--- config.mk ---
export PLATFORM = sky130hd
export DESIGN_NAME = osc_voice_scheduler
export DESIGN_NICKNAME = d
export VERILOG_FILES = /design/src/rtl/osc_pkg.sv /design/src/rtl/osc_voice_regfile.sv /design/src/rtl/osc_voice_scheduler.sv
export SDC_FILE = /design/constraint.sdc
export NUM_CORES = 1
export LEC_CHECK = 0
export ABC_AREA = 1
export BUFFER_PORTS_ARGS = -buffer_cell sky130_fd_sc_hd__buf_4
export CAP_MARGIN = 15
export CORE_AREA = 2 2 247 249
export CTS_BUF_LIST = sky130_fd_sc_hd__clkbuf_8
export DETAILED_ROUTE_END_ITERATION = 8
export DIE_AREA = 0 0 249 251
export GPL_TIMING_DRIVEN = 0
export PLACE_DENSITY = 0.56
export SLEW_MARGIN = 40
export SYNTH_ARGS = -nofsm -noshare
export SYNTH_HDL_FRONTEND = slang
export SYNTH_SLANG_ARGS = --single-unit
--- constraint.sdc ---
create_clock -name clk -period 5.48 [get_ports clk]
set_input_delay 0.548 -clock clk [delete_from_list [all_inputs] [get_ports clk]]
set_output_delay 0.548 -clock clk [all_outputs]
set_load 0.01 [all_outputs]
--- src/rtl/osc_pkg.sv ---
// ----------------------------------------------------------------------------
// osc_pkg
// Shared definitions for the oscillator voice scheduler:
//   - state_e      : scheduler FSM states
//   - WF_*         : waveform codes understood by the phase-to-amplitude converter
//   - *_DEF        : default sizing constants
// ----------------------------------------------------------------------------
package osc_pkg;

  localparam int NUM_VOICES_DEF = 4;
  localparam int PHASE_W_DEF    = 32;
  localparam int AMP_W_DEF      = 12;

  // Waveform codes; anything not listed below is treated as sawtooth.
  localparam logic [2:0] WF_SAW  = 3'b000;
  localparam logic [2:0] WF_SQ50 = 3'b001;
  localparam logic [2:0] WF_SQ35 = 3'b010;
  localparam logic [2:0] WF_SQ15 = 3'b011;

  typedef enum logic [1:0] {
    IDLE    = 2'd0,
    PRESENT = 2'd1,
    ACCUM   = 2'd2,
    OUTPUT  = 2'd3
  } state_e;

endpackage

--- src/rtl/osc_voice_regfile.sv ---
// ----------------------------------------------------------------------------
// osc_voice_regfile
// Per-voice state: phase accumulator, phase increment, waveform code, enable.
// Ports:
//   clk, rst_n                 clock, asynchronous active-low reset
//   cfg_we/cfg_voice/...       config write port (takes effect next edge)
//   rd_idx                     voice being scheduled
//   rd_phase/rd_waveform/
//   rd_enable                  combinational read of voice rd_idx
//   adv_stb                    advance phase[rd_idx] by incr[rd_idx]
// A config write that disables a voice clears its phase, and that clear
// overrides an advance of the same voice on the same edge.
// ----------------------------------------------------------------------------
module osc_voice_regfile
  import osc_pkg::*;
#(
  parameter int NUM_VOICES = NUM_VOICES_DEF,
  parameter int PHASE_W    = PHASE_W_DEF,
  parameter int VIDX_W     = $clog2(NUM_VOICES)
) (
  input  logic               clk,
  input  logic               rst_n,
  input  logic               cfg_we,
  input  logic [VIDX_W-1:0]  cfg_voice,
  input  logic [PHASE_W-1:0] cfg_incr,
  input  logic [2:0]         cfg_waveform,
  input  logic               cfg_enable,
  input  logic [VIDX_W-1:0]  rd_idx,
  output logic [PHASE_W-1:0] rd_phase,
  output logic [2:0]         rd_waveform,
  output logic               rd_enable,
  input  logic               adv_stb
);

  logic [PHASE_W-1:0] phase_q    [NUM_VOICES];
  logic [PHASE_W-1:0] incr_q     [NUM_VOICES];
  logic [2:0]         waveform_q [NUM_VOICES];
  logic [NUM_VOICES-1:0] enable_q;

  logic [NUM_VOICES-1:0] wr_hit;
  logic [NUM_VOICES-1:0] adv_hit;

  genvar gi;
  generate
    for (gi = 0; gi < NUM_VOICES; gi++) begin : g_hit
      assign wr_hit[gi]  = cfg_we && (cfg_voice == VIDX_W'(gi));
      assign adv_hit[gi] = adv_stb && (rd_idx == VIDX_W'(gi));
    end
  endgenerate

  always_ff @(posedge clk or negedge rst_n) begin
    if (!rst_n) begin
      for (int i = 0; i < NUM_VOICES; i++) begin
        phase_q[i]    <= '0;
        incr_q[i]     <= '0;
        waveform_q[i] <= '0;
      end
      enable_q <= '0;
    end else begin
      for (int i = 0; i < NUM_VOICES; i++) begin
        if (wr_hit[i]) begin
          incr_q[i]     <= cfg_incr;
          waveform_q[i] <= cfg_waveform;
          enable_q[i]   <= cfg_enable;
        end
        // Disabling wins over a same-edge advance so a re-enabled voice
        // always restarts from phase 0.
        if (wr_hit[i] && !cfg_enable) begin
          phase_q[i] <= '0;
        end else if (adv_hit[i]) begin
          phase_q[i] <= phase_q[i] + incr_q[i];
        end
      end
    end
  end

  assign rd_phase    = phase_q[rd_idx];
  assign rd_waveform = waveform_q[rd_idx];
  assign rd_enable   = enable_q[rd_idx];

endmodule

--- src/rtl/osc_voice_scheduler.sv ---
// ----------------------------------------------------------------------------
// osc_voice_scheduler
// Time-multiplexes one external phase-to-amplitude converter over
// NUM_VOICES voices. Each sample_tick walks all voices (PRESENT then ACCUM
// per voice), sums the enabled amplitudes and emits the mix with a
// one-cycle mix_valid pulse.
// Ports:
//   clk, rst_n        clock, asynchronous active-low reset
//   sample_tick       start-of-frame pulse
//   cfg_*             per-voice config write port
//   pa_phase/
//   pa_waveform       registered request to the converter
//   pa_amplitude      combinational converter answer
//   mix_out/mix_valid summed mix and its strobe
//   busy              frame in progress
//   overrun/
//   overrun_clr       sticky "tick while busy" flag and its clear
// ----------------------------------------------------------------------------
module osc_voice_scheduler
  import osc_pkg::*;
#(
  parameter int NUM_VOICES = NUM_VOICES_DEF,
  parameter int PHASE_W    = PHASE_W_DEF,
  parameter int AMP_W      = AMP_W_DEF,
  localparam int VIDX_W    = $clog2(NUM_VOICES),
  localparam int MIX_W     = AMP_W + VIDX_W
) (
  input  logic               clk,
  input  logic               rst_n,
  input  logic               sample_tick,
  input  logic               cfg_we,
  input  logic [VIDX_W-1:0]  cfg_voice,
  input  logic [PHASE_W-1:0] cfg_incr,
  input  logic [2:0]         cfg_waveform,
  input  logic               cfg_enable,
  output logic [PHASE_W-1:0] pa_phase,
  output logic [2:0]         pa_waveform,
  input  logic [AMP_W-1:0]   pa_amplitude,
  output logic [MIX_W-1:0]   mix_out,
  output logic               mix_valid,
  output logic               busy,
  output logic               overrun,
  input  logic               overrun_clr
);

  localparam logic [VIDX_W-1:0] LAST_IDX = VIDX_W'(NUM_VOICES - 1);

  state_e             state_q;
  logic [VIDX_W-1:0]  idx_q;
  logic [MIX_W-1:0]   acc_q;
  logic [MIX_W-1:0]   acc_d;
  logic [PHASE_W-1:0] pa_phase_q;
  logic [2:0]         pa_waveform_q;
  logic [MIX_W-1:0]   mix_q;
  logic               mix_valid_q;
  logic               overrun_q;

  logic [PHASE_W-1:0] rd_phase;
  logic [2:0]         rd_waveform;
  logic               rd_enable;
  logic               adv_stb;

  // Enable is read before the edge, so a same-edge config write does not
  // affect this slot's contribution.
  assign acc_d   = acc_q + (rd_enable ? MIX_W'(pa_amplitude) : '0);
  assign adv_stb = (state_q == ACCUM) && rd_enable;

  osc_voice_regfile #(
    .NUM_VOICES (NUM_VOICES),
    .PHASE_W    (PHASE_W),
    .VIDX_W     (VIDX_W)
  ) u_regfile (
    .clk          (clk),
    .rst_n        (rst_n),
    .cfg_we       (cfg_we),
    .cfg_voice    (cfg_voice),
    .cfg_incr     (cfg_incr),
    .cfg_waveform (cfg_waveform),
    .cfg_enable   (cfg_enable),
    .rd_idx       (idx_q),
    .rd_phase     (rd_phase),
    .rd_waveform  (rd_waveform),
    .rd_enable    (rd_enable),
    .adv_stb      (adv_stb)
  );

  always_ff @(posedge clk or negedge rst_n) begin
    if (!rst_n) begin
      state_q       <= IDLE;
      idx_q         <= '0;
      acc_q         <= '0;
      pa_phase_q    <= '0;
      pa_waveform_q <= '0;
      mix_q         <= '0;
      mix_valid_q   <= 1'b0;
      overrun_q     <= 1'b0;
    end else begin
      mix_valid_q <= 1'b0;

      // Set is written last so it wins over a simultaneous clear.
      if (overrun_clr) begin
        overrun_q <= 1'b0;
      end
      if (sample_tick && (state_q != IDLE)) begin
        overrun_q <= 1'b1;
      end

      case (state_q)
        IDLE: begin
          if (sample_tick) begin
            idx_q   <= '0;
            acc_q   <= '0;
            state_q <= PRESENT;
          end
        end
        PRESENT: begin
          pa_phase_q    <= rd_phase;
          pa_waveform_q <= rd_waveform;
          state_q       <= ACCUM;
        end
        ACCUM: begin
          acc_q <= acc_d;
          if (idx_q == LAST_IDX) begin
            state_q <= OUTPUT;
          end else begin
            idx_q   <= idx_q + 1'b1;
            state_q <= PRESENT;
          end
        end
        OUTPUT: begin
          mix_q       <= acc_q;
          mix_valid_q <= 1'b1;
          state_q     <= IDLE;
        end
        default: state_q <= IDLE;
      endcase
    end
  end

  assign pa_phase    = pa_phase_q;
  assign pa_waveform = pa_waveform_q;
  assign mix_out     = mix_q;
  assign mix_valid   = mix_valid_q;
  assign busy        = (state_q != IDLE);
  assign overrun     = overrun_q;

endmodule

== Word-level counts from Yosys, hierarchy flattened ==
Cells that the tools add are included.

* $add $sub $neg: 6
* Magnitude comparators: 2
* Equal/unequal tests: 11
* Muxes and demuxes: 28
* Bitwise operators: 1
* Reduce and logical (&&, ||, !) cells: 27

{| class="wikitable"
|+ Operator list
! operator !! count
|-
| $mux W32 || 10
|-
| $add A32 B32 Y32 || 4
|-
| $bmux W32 S2 || 1
|-
| $pmux W14 S2 || 1
|-
| $add A14 B12 Y14 || 1
|-
| $logic_and A1 B1 Y1 || 14
|-
| $mux W14 || 1
|-
| $reduce_bool A2 Y1 || 7
|-
| $eq A2 B2 Y1 const B || 6
|-
| $mux W12 || 1
|-
| $mux W2 || 4
|-
| $pmux W2 S4 || 1
|-
| $bmux W3 S2 || 1
|-
| $eq A2 B1 Y1 const B || 3
|-
| $logic_not A2 Y1 || 3
|-
| $mux W3 || 2
|-
| $mux W1 || 4
|-
| $ne A2 B2 Y1 const B || 2
|-
| $pmux W2 S2 || 1
|-
| $ge A3 B3 Y1 const B || 1
|-
| $lt A2 B3 Y1 const B || 1
|-
| $not A2 Y3 || 1
|-
| $reduce_and A3 Y1 || 1
|-
| $add A2 B1 Y2 const B || 1
|-
| other kinds (3) || 3
|}

* Register bits after elaboration: 341
* Word-level logic and storage cells: 99

== Longest topological paths before layout ==
Gate-level depths: netlist (run 1).

* Depth in word-level cells: 6
* Mapped depth: 19
* Mapped depth without buffers: 18

== Cells and area by module ==
A second synthesis (run 1) with hierarchy kept.

* Cell total of the unflattened synthesis: 3,547
* Area, all modules: 23,566.4 um2

{| class="wikitable"
|+ By module, submodules not included
! module !! times used !! cells an instance !! area an instance (um2)
|-
| osc_voice_regfile || 1 || 3,168 || 20,145.6
|-
| osc_voice_scheduler || 1 || 379 || 3,420.8
|}

== Least setup slack after synthesis (run 1) ==
OpenSTA, ideal clock, no wires.

* Path type: flip-flop to flip-flop
* Start point: reg idx_q[1]
* End point: reg acc_q[12]
* Arrival time: 2.365 ns
* Slack: 2.988 ns
* Cell stages (with the launch flop): 20
* Path buffers: 2
* Clock period less this slack: 2.492 ns
* Cells stage by stage: dfrtp_1 -> buf_2 -> a21oi_2 -> o21ai_2 -> nand2_2 -> buf_1 -> nor2_1 -> ha_1 -> inv_1 -> fa_1 -> inv_1 -> nand3_1 -> nand2_1 -> nand3_1 -> nand2_1 -> nand2_1 -> nand2_1 -> nand2_1 -> nand3_1 -> o21ai_0

* Cells in the longest elaborated chain, start to end: 5

{| class="wikitable"
|+ RTL lines
! what !! RTL line !! RTL
|-
| from (decl) || osc_voice_scheduler.sv:49 || <nowiki>logic [VIDX_W-1:0] idx_q;</nowiki>
|-
| from (signal assigned) || osc_voice_scheduler.sv:126 || <nowiki>idx_q <= idx_q + 1'b1;</nowiki>
|-
| $bmux W1 S2 || osc_voice_regfile.sv:79 || <nowiki>assign rd_enable = enable_q[rd_idx];</nowiki>
|-
| $mux W1 (implied by the code) || osc_voice_regfile.sv:79 ||
|-
| $mux W12 || osc_voice_scheduler.sv:65 || <nowiki>assign acc_d = acc_q + (rd_enable ? MIX_W'(pa_amplitude) : '0);</nowiki>
|-
| $add A14 B12 Y14 || osc_voice_scheduler.sv:65 ||
|-
| $pmux W14 S2 || osc_voice_scheduler.sv:108 || <nowiki>case (state_q)</nowiki>
|-
| to (signal assigned) || osc_voice_scheduler.sv:91 || <nowiki>acc_q <= '0;</nowiki>
|-
| to (signal assigned) || osc_voice_scheduler.sv:112 || <nowiki>acc_q <= '0;</nowiki>
|-
| to (signal assigned) || osc_voice_scheduler.sv:122 || <nowiki>acc_q <= acc_d;</nowiki>
|-
| to (decl) || osc_voice_scheduler.sv:50 || <nowiki>logic [MIX_W-1:0] acc_q;</nowiki>
|}

Every way passes these cells. The select of a mux whose other input is x is not followed.
A chain may end at the register's enable or synchronous reset.

== Worst setup path after layout (run 1) ==
Same ends and word-level chain as after synthesis.

==> results of run 1 <==
## cell families (layout without fill, tap and decap cells)
family | count (synthesis) | in the layout | share of synthesized area
other | 0 | 2 | 0
buffers and inverters | 717 | 943 | 0.117
adders and majority gates | 145 | 145 | 0.0779
xor gates and xnor gates | 23 | 23 | 0.00848
and+or+nand+nor | 1913 | 1913 | 0.321
DFF | 341 | 341 | 0.359
AOI/OAI and AO/OA | 508 | 508 | 0.116
## final cells by class
cell class / count / area [µm²]
Fill cell: 6446 / 32800
Multi-Input combinational cell: 2589 / 12500
Sequential cell: 341 / 8530
Inverter: 636 / 2390
Clock buffer: 82 / 1130
Tap cell: 782 / 978
Timing Repair Buffer: 112 / 951
Buffer: 81 / 387
Clock inverter: 32 / 166
Antenna cell: 2 / 5.00
## registers in the layout (all words and copies together), names as in the netlist
name / count
acc_q: 14
idx_q: 2
mix_out: 14
mix_valid: 1
overrun: 1
pa_phase: 32
pa_waveform: 3
state_q: 2
u_regfile.enable_q: 4
u_regfile.incr_q: 128
u_regfile.phase_q: 128
u_regfile.waveform_q: 12
## worst max-delay path by stage
stage | startpoint | to | slack (ps) | cells past startpoint
2_1_floorplan | idx_q[1] | acc_q[12] | 2990 | 19
3_3_place_gp | rst_n | u_regfile.phase_q[121] | 390 | 1
3_5_place_dp | idx_q[1] | acc_q[12] | 2310 | 19
4_1_cts | idx_q[1] | acc_q[12] | 2300 | 19
5_1_grt | idx_q[1] | acc_q[12] | 2030 | 19
6_report | idx_q[1] | acc_q[12] | 2270 | 19
## layer usage
metal  GRT usage  wire length (µm)  share of wire
met1       0.389             41000           0.48
met2       0.411             36100           0.43
met3      0.0390              5030          0.059
met4      0.0940              2570          0.030
met5           0                30        0.00035
## power breakdown
part	switching, mW	internal (mW)	total, mW	leakage (nW)
clock	1.18	1.39	2.57	0.744
sequential	0.666	3.25	3.92	4.38
combinational	3.79	1.98	5.77	10.2
total	5.63	6.62	12.3	15.3
## worst max-delay path: cells and delay by family (launching register included)
family	cells	cell delay, ps
AND/OR/NAND/NOR	10	1050
buffers and inverters	4	790
flip-flops	1	410
adder cells (fa/ha/maj)	2	610
AO/OA/AOI/OAI	3	240
## layout by cell type (no fill, tap or decap), types with 20 or more instances in the layout
cell	n
dfrtp_1	341
o21ai_0	254
a21oi_1	129
o22ai_1	20
buf_4	112
clkbuf_8	82
nand3_1	190
ha_1	140
a31oi_1	36
nand2_1	1364
clkbuf_1	47
o21ai_1	20
nor2_1	304
o211ai_1	22
inv_1	639
## synthesized netlist by cell type (5+ instances only)
cell / number / area [µm²]
a21o_1: 6 / 45.0
a21oi_1: 129 / 646
a31oi_1: 36 / 225
and2_1: 6 / 37.5
buf_1: 7 / 26.3
buf_2: 14 / 70.1
buf_4: 7 / 52.6
buf_6: 5 / 56.3
clkbuf_1: 48 / 180
dfrtp_1: 341 / 8530
fa_1: 5 / 100
ha_1: 140 / 1750
inv_1: 620 / 2330
inv_2: 16 / 60.1
nand2_1: 1364 / 5120
nand3_1: 190 / 951
nand3b_1: 8 / 60.1
nand4_1: 7 / 43.8
nor2_1: 304 / 1140
nor3_1: 13 / 65.1
o211ai_1: 22 / 165
o21ai_0: 254 / 1270
o21ai_1: 20 / 100
o21bai_1: 9 / 67.6
o22ai_1: 20 / 125
o22ai_2: 5 / 62.6
or2_2: 7 / 43.8
xnor2_1: 15 / 131
xor2_1: 8 / 70.1
## through the flow
step / hold slack, ps / instances / total power, mW / instance area (µm²) / worst slack (ps)
finish: 105 / 4657 / 12.3 / 27000 / 2270
global route: 92.5 / 4656 / 13.2 / 27000 / 2030
CTS: 57.4 / 4655 / 12.2 / 27000 / 2300
detailed placement: 457 / 4540 / 9.63 / 25700 / 2310
global placement: 457 / 4535 / 9.57 / 25500 / 385
floorplan: 252 / 3647 / 7.56 / 23800 / 2990
==> metrics.md, run 1 <==
| Metric | Value |
|---|---|
| Crit Reg-Reg Startpoint | `idx_q[1]` |
| Post-synthesis net count | `3847` |
| Worst flop-to-flop path endpoint | `acc_q[12]` |
| H-tree depth | `3` |
| Area of the core | `0.0598 mm²` |
| Avg Inst Size Synth | `6.51 µm²` |
| Cell Rows | `90` |
| Top_reg_cell synth | `dfrtp_1` |
| Gpl congestion | `0.968` |
| Port Buffer Count | `106` |
| GRT Util Overall | `0.269` |
| Synth async-reset ratio | `1.00` |
| Clock skew | `37.0 ps` |
| Final setup violation count | `0` |
| Worst reg2reg path depth | `19` |
| CTS Buf Count | `66` |
| Post-route ant nets | `0` |
| Crit end category | `register` |
| Root buffer cell | `clkbuf_8` |
| Ys Warns | `0` |
| Area growth from synthesis to layout | `13.6%` |
| P per Cell Area | `454 mW/mm²` |
| Die height | `251 µm` |
| Hold Path Stages | `2` |
| Tcrit/Tclk final | `0.586` |
| Max-slew violations | `0` |
| CP Class | `register to register` |
| Wire per inst | `18.2 µm` |
| Hold Startpoint | `overrun_clr` |
| EDFF count, synth | `0` |
| Fmax | `0.311 GHz` |
| Vias in the first global route | `21200` |
| Relative slew slack | `0.398` |
| Critical path's largest stage delay | `410 ps` |
| Slew @ Worst Pin | `904 ps` |
| Nets | `4027` |
| First drt pass iteration count | `7` |
| Type of origin of the critical path | `register` |
| CTS Hold Bufs | `1` |
| Post-route DRC | `0` |
| CTS tree | `done` |
| Routed WL | `84.7 mm` |
| IO Count | `107` |
| Hold Path Class | `input port to register` |
| Post-DP HPWL | `68.4 mm` |
| DRT iter0 DRCs | `1961` |
| Crit path max fanout | `10` |
| CP Data Required Time | `5990 ps` |
| Post-synthesis register bit count | `341` |
| Clock Sinks | `341` |
| Hold EP | `overrun` |
| Vias per cell | `4.98` |
| RSZ-0062 raised after global routing | `false` |
| Mapped Cells | `3647` |
| Setup slack, reg-to-reg | `2270 ps` |
| Crit path cell chain | `buf_2, a21oi_2, o21ai_2, nand2_2, buf_1, nor2_1, ha_1, inv_1, fa_1, inv_1, nand3_1, nand2_1, nand3_1, nand2_1, nand2_1, nand2_1, nand2_1, nand3_1, o21ai_0` |
| Initial antenna violation count | `5` |
| Clock insertion delay at the later pin of the skew report | `640 ps` |
| Die ar. | `0.0625 mm²` |
| Outcome | `finished clean` |
| Slowest stage cell, crit path | `dfrtp_1` |
| Setup tns final | `0 ps` |
| Static leakage | `15.3 nW` |
| First-pass GRT wire length | `128 mm` |
| Pin count of the biggest net entering global routing | `70` |
| Worst EP arrival | `3730 ps` |
| Max-Cap Viols | `0` |
| Layout cells sized above 1 | `0.0720` |
| Total global routing overflow | `0` |
| Seq/Total Area, Yosys | `0.359` |
| Max IR drop VDD | `181 µV` |
| Post-CTS Setup Bufs | `0` |
| Final Util | `0.451` |
| CTS Buffer Depth | `3` |
| Initial Utilization | `0.397` |
| CP dominant cell by count | `nand2_1` |
| Worst-path clk slew | `60 ps` |
| Via Count | `23200` |
| Final Hold Viols | `0` |
| Synth Cell Area | `0.0238 mm²` |
| Die Width | `249 µm` |
| Min cycle time layout | `3210 ps` |
| Gates resized, CTS repair | `0` |
| Synth unique cells | `40` |
No activity file was read; power rests on OpenSTA's default activity.
==> run 2, diff against run 1 <==
Clock period 5.48 ns to 3.2 ns, I/O delays scaled along.
==> run 2 against run 1 <==
Flip-flop and latch count stayed put. Total power rose by 71%. Sequential power up 71%. Critical path type unchanged. Worst setup slack got worse by 2000 ps. Largest cell class unchanged.
==> metrics.md, run 2 (synthesis results as in run 1) <==
| Metric | Value |
|---|---|
| Die height | `251 µm` |
| Slew @ Worst Pin | `901 ps` |
| IO Count | `107` |
| Initial antenna violation count | `3` |
| Hold_ws | `60.3 ps` |
| Worst-path clk slew | `60 ps` |
| Nets | `4033` |
| Total global routing overflow | `0` |
| Vias in the first global route | `21200` |
| Finished layout cell area | `0.0271 mm²` |
| Clock skew | `31.3 ps` |
| First drt pass iteration count | `6` |
| Critical path's largest stage delay | `410 ps` |
| Max IR drop VDD | `312 µV` |
| CP dominant cell by count | `nand2_1` |
| Crit path max fanout | `12` |
| Gpl congestion | `0.968` |
| Most common cell after layout, fill and taps aside | `nand2_1` |
| Initial Utilization | `0.397` |
| Vias per cell | `5.00` |
| Worst EP arrival | `3410 ps` |
| Pre-CTS setup slack | `32.8 ps` |
| Min cycle time layout | `2890 ps` |
| Max-slew violations | `0` |
| Post-route ant nets | `0` |
| Clock Sinks | `341` |
| P per Cell Area | `776 mW/mm²` |
| Root buffer cell | `clkbuf_8` |
| Area of the core | `0.0598 mm²` |
| Post-CTS Setup Bufs | `0` |
| Clock insertion delay at the later pin of the skew report | `640 ps` |
| DRT iter0 DRCs | `1938` |
| CTS Buffer Depth | `3` |
| Fmax | `0.346 GHz` |
| Crit end category | `register` |
| Slowest stage cell, crit path | `dfrtp_1` |
| Final Hold Viols | `0` |
| Pin count of the biggest net entering global routing | `70` |
| Outcome | `finished clean` |
| Via Count | `23300` |
| GRT Util Overall | `0.270` |
| CP Class | `register to register` |
| Register area | `0.00853 mm²` |
| Routed WL | `84.9 mm` |
| CTS tree | `done` |
| Static leakage | `15.3 nW` |
| Relative slew slack | `0.399` |
| Layout cells sized above 1 | `0.0719` |
| Post-route DRC | `0` |
| Cell Area, Placed | `0.0257 mm²` |
| Tcrit/Tclk final | `0.904` |
| CP Data Required Time | `3720 ps` |
| Fill cells | `6440` |
| Hold Path Class | `input port to register` |
| Multi-input gate area | `0.0125 mm²` |
| Die ar. | `0.0625 mm²` |
| Port Buffer Count | `106` |
| Area growth from synthesis to layout | `13.9%` |
| First-pass GRT wire length | `128 mm` |
| Crit path cell chain | `clkbuf_4, a21oi_2, o21ai_2, nand2_4, nor2_1, ha_1, inv_1, fa_1, inv_1, nand3_1, nand2_1, nand3_1, nand2_1, nand2_1, nand2_1, nand2_1, nand3_1, o21ai_0` |
| CTS Buf Count | `66` |
| H-tree depth | `3` |
| Worst Slack Setup Final | `308 ps` |
| Type of origin of the critical path | `register` |
| RSZ-0062 raised after global routing | `false` |
| Die Width | `249 µm` |
| Wire per inst | `18.2 µm` |
| Cell Rows | `90` |
| Final setup violation count | `0` |
| Max-Cap Viols | `0` |
| Commonest non-fill, non-tap cells in the layout | `nand2_1 (1364), inv_1 (639), dfrtp_1 (341), nor2_1 (304), o21ai_0 (254)` |
| Post-DP HPWL | `68.4 mm` |
## run 2: power breakdown
part	switching (mW)	total, mW	internal (mW)
Sequential	1.13	6.70	5.57
Clock	2.02	4.40	2.38
Combinational	6.48	9.89	3.40
## run 2: final timing paths
| check | startpoint | endpoint | slack (ps) | cells past startpoint |
|---|---|---|---|---|
| max reg2reg | idx_q[1] | acc_q[12] | 310 | 18 |
| min in group asynchronous | rst_n | u_regfile.phase_q[15] | 180 | 2 |
| min reg2reg | u_regfile.waveform_q[11] | u_regfile.waveform_q[11] | 470 | 2 |
| max | idx_q[1] | acc_q[12] | 310 | 18 |
| max in group asynchronous | rst_n | u_regfile.incr_q[88] | 1910 | 4 |
| min | cfg_voice[0] | u_regfile.waveform_q[5] | 60 | 4 |
## run 2: worst max-delay path: cells and delay by family, from the launching register on
kind / cells / cell delay (ps)
simple gates: 10 / 1040
buf+inv: 3 / 460
fa+ha+maj: 2 / 610
flops: 1 / 410
compound gates: 3 / 260
## run 2: area by class of cell
type,count,area share
well taps,782,0.0362
clock inverters,32,0.00615
inverters,636,0.0882
flip-flops and latches,341,0.315
diodes,1,0.0000925
repair buffers,119,0.0377
plain buffers,80,0.0142
clock buffers,82,0.0417
multi-input cells,2589,0.460
## run 2: layer usage
metal | GRT usage | share of wire | up-vias
met1 | 0.390 | 0.48 | 10700
li1 | - | - | 11700
met4 | 0.0940 | 0.031 | 0
met5 | 0 | 0 | -
met3 | 0.0371 | 0.063 | 125
met2 | 0.412 | 0.42 | 737
## run 2: metrics by stage
stage	power, mW	cells	setup TNS (ps)	util
3_3_place_gp	16.4	4535	-553920	0.427
2_1_floorplan	12.9	3647	0	-
6_report	21.0	4662	0	0.453
5_1_grt	22.6	4662	0	0.453
3_5_place_dp	16.5	4540	0	0.429
4_1_cts	21.0	4662	0	0.452
## run 2: repair_timing
action                                  in CTS  in global routing
hold endpoints to repair                   132                  0
gates resized for setup                      0                  2
endpoints found under the setup margin       0                  5
hold buffers                                 8                  0
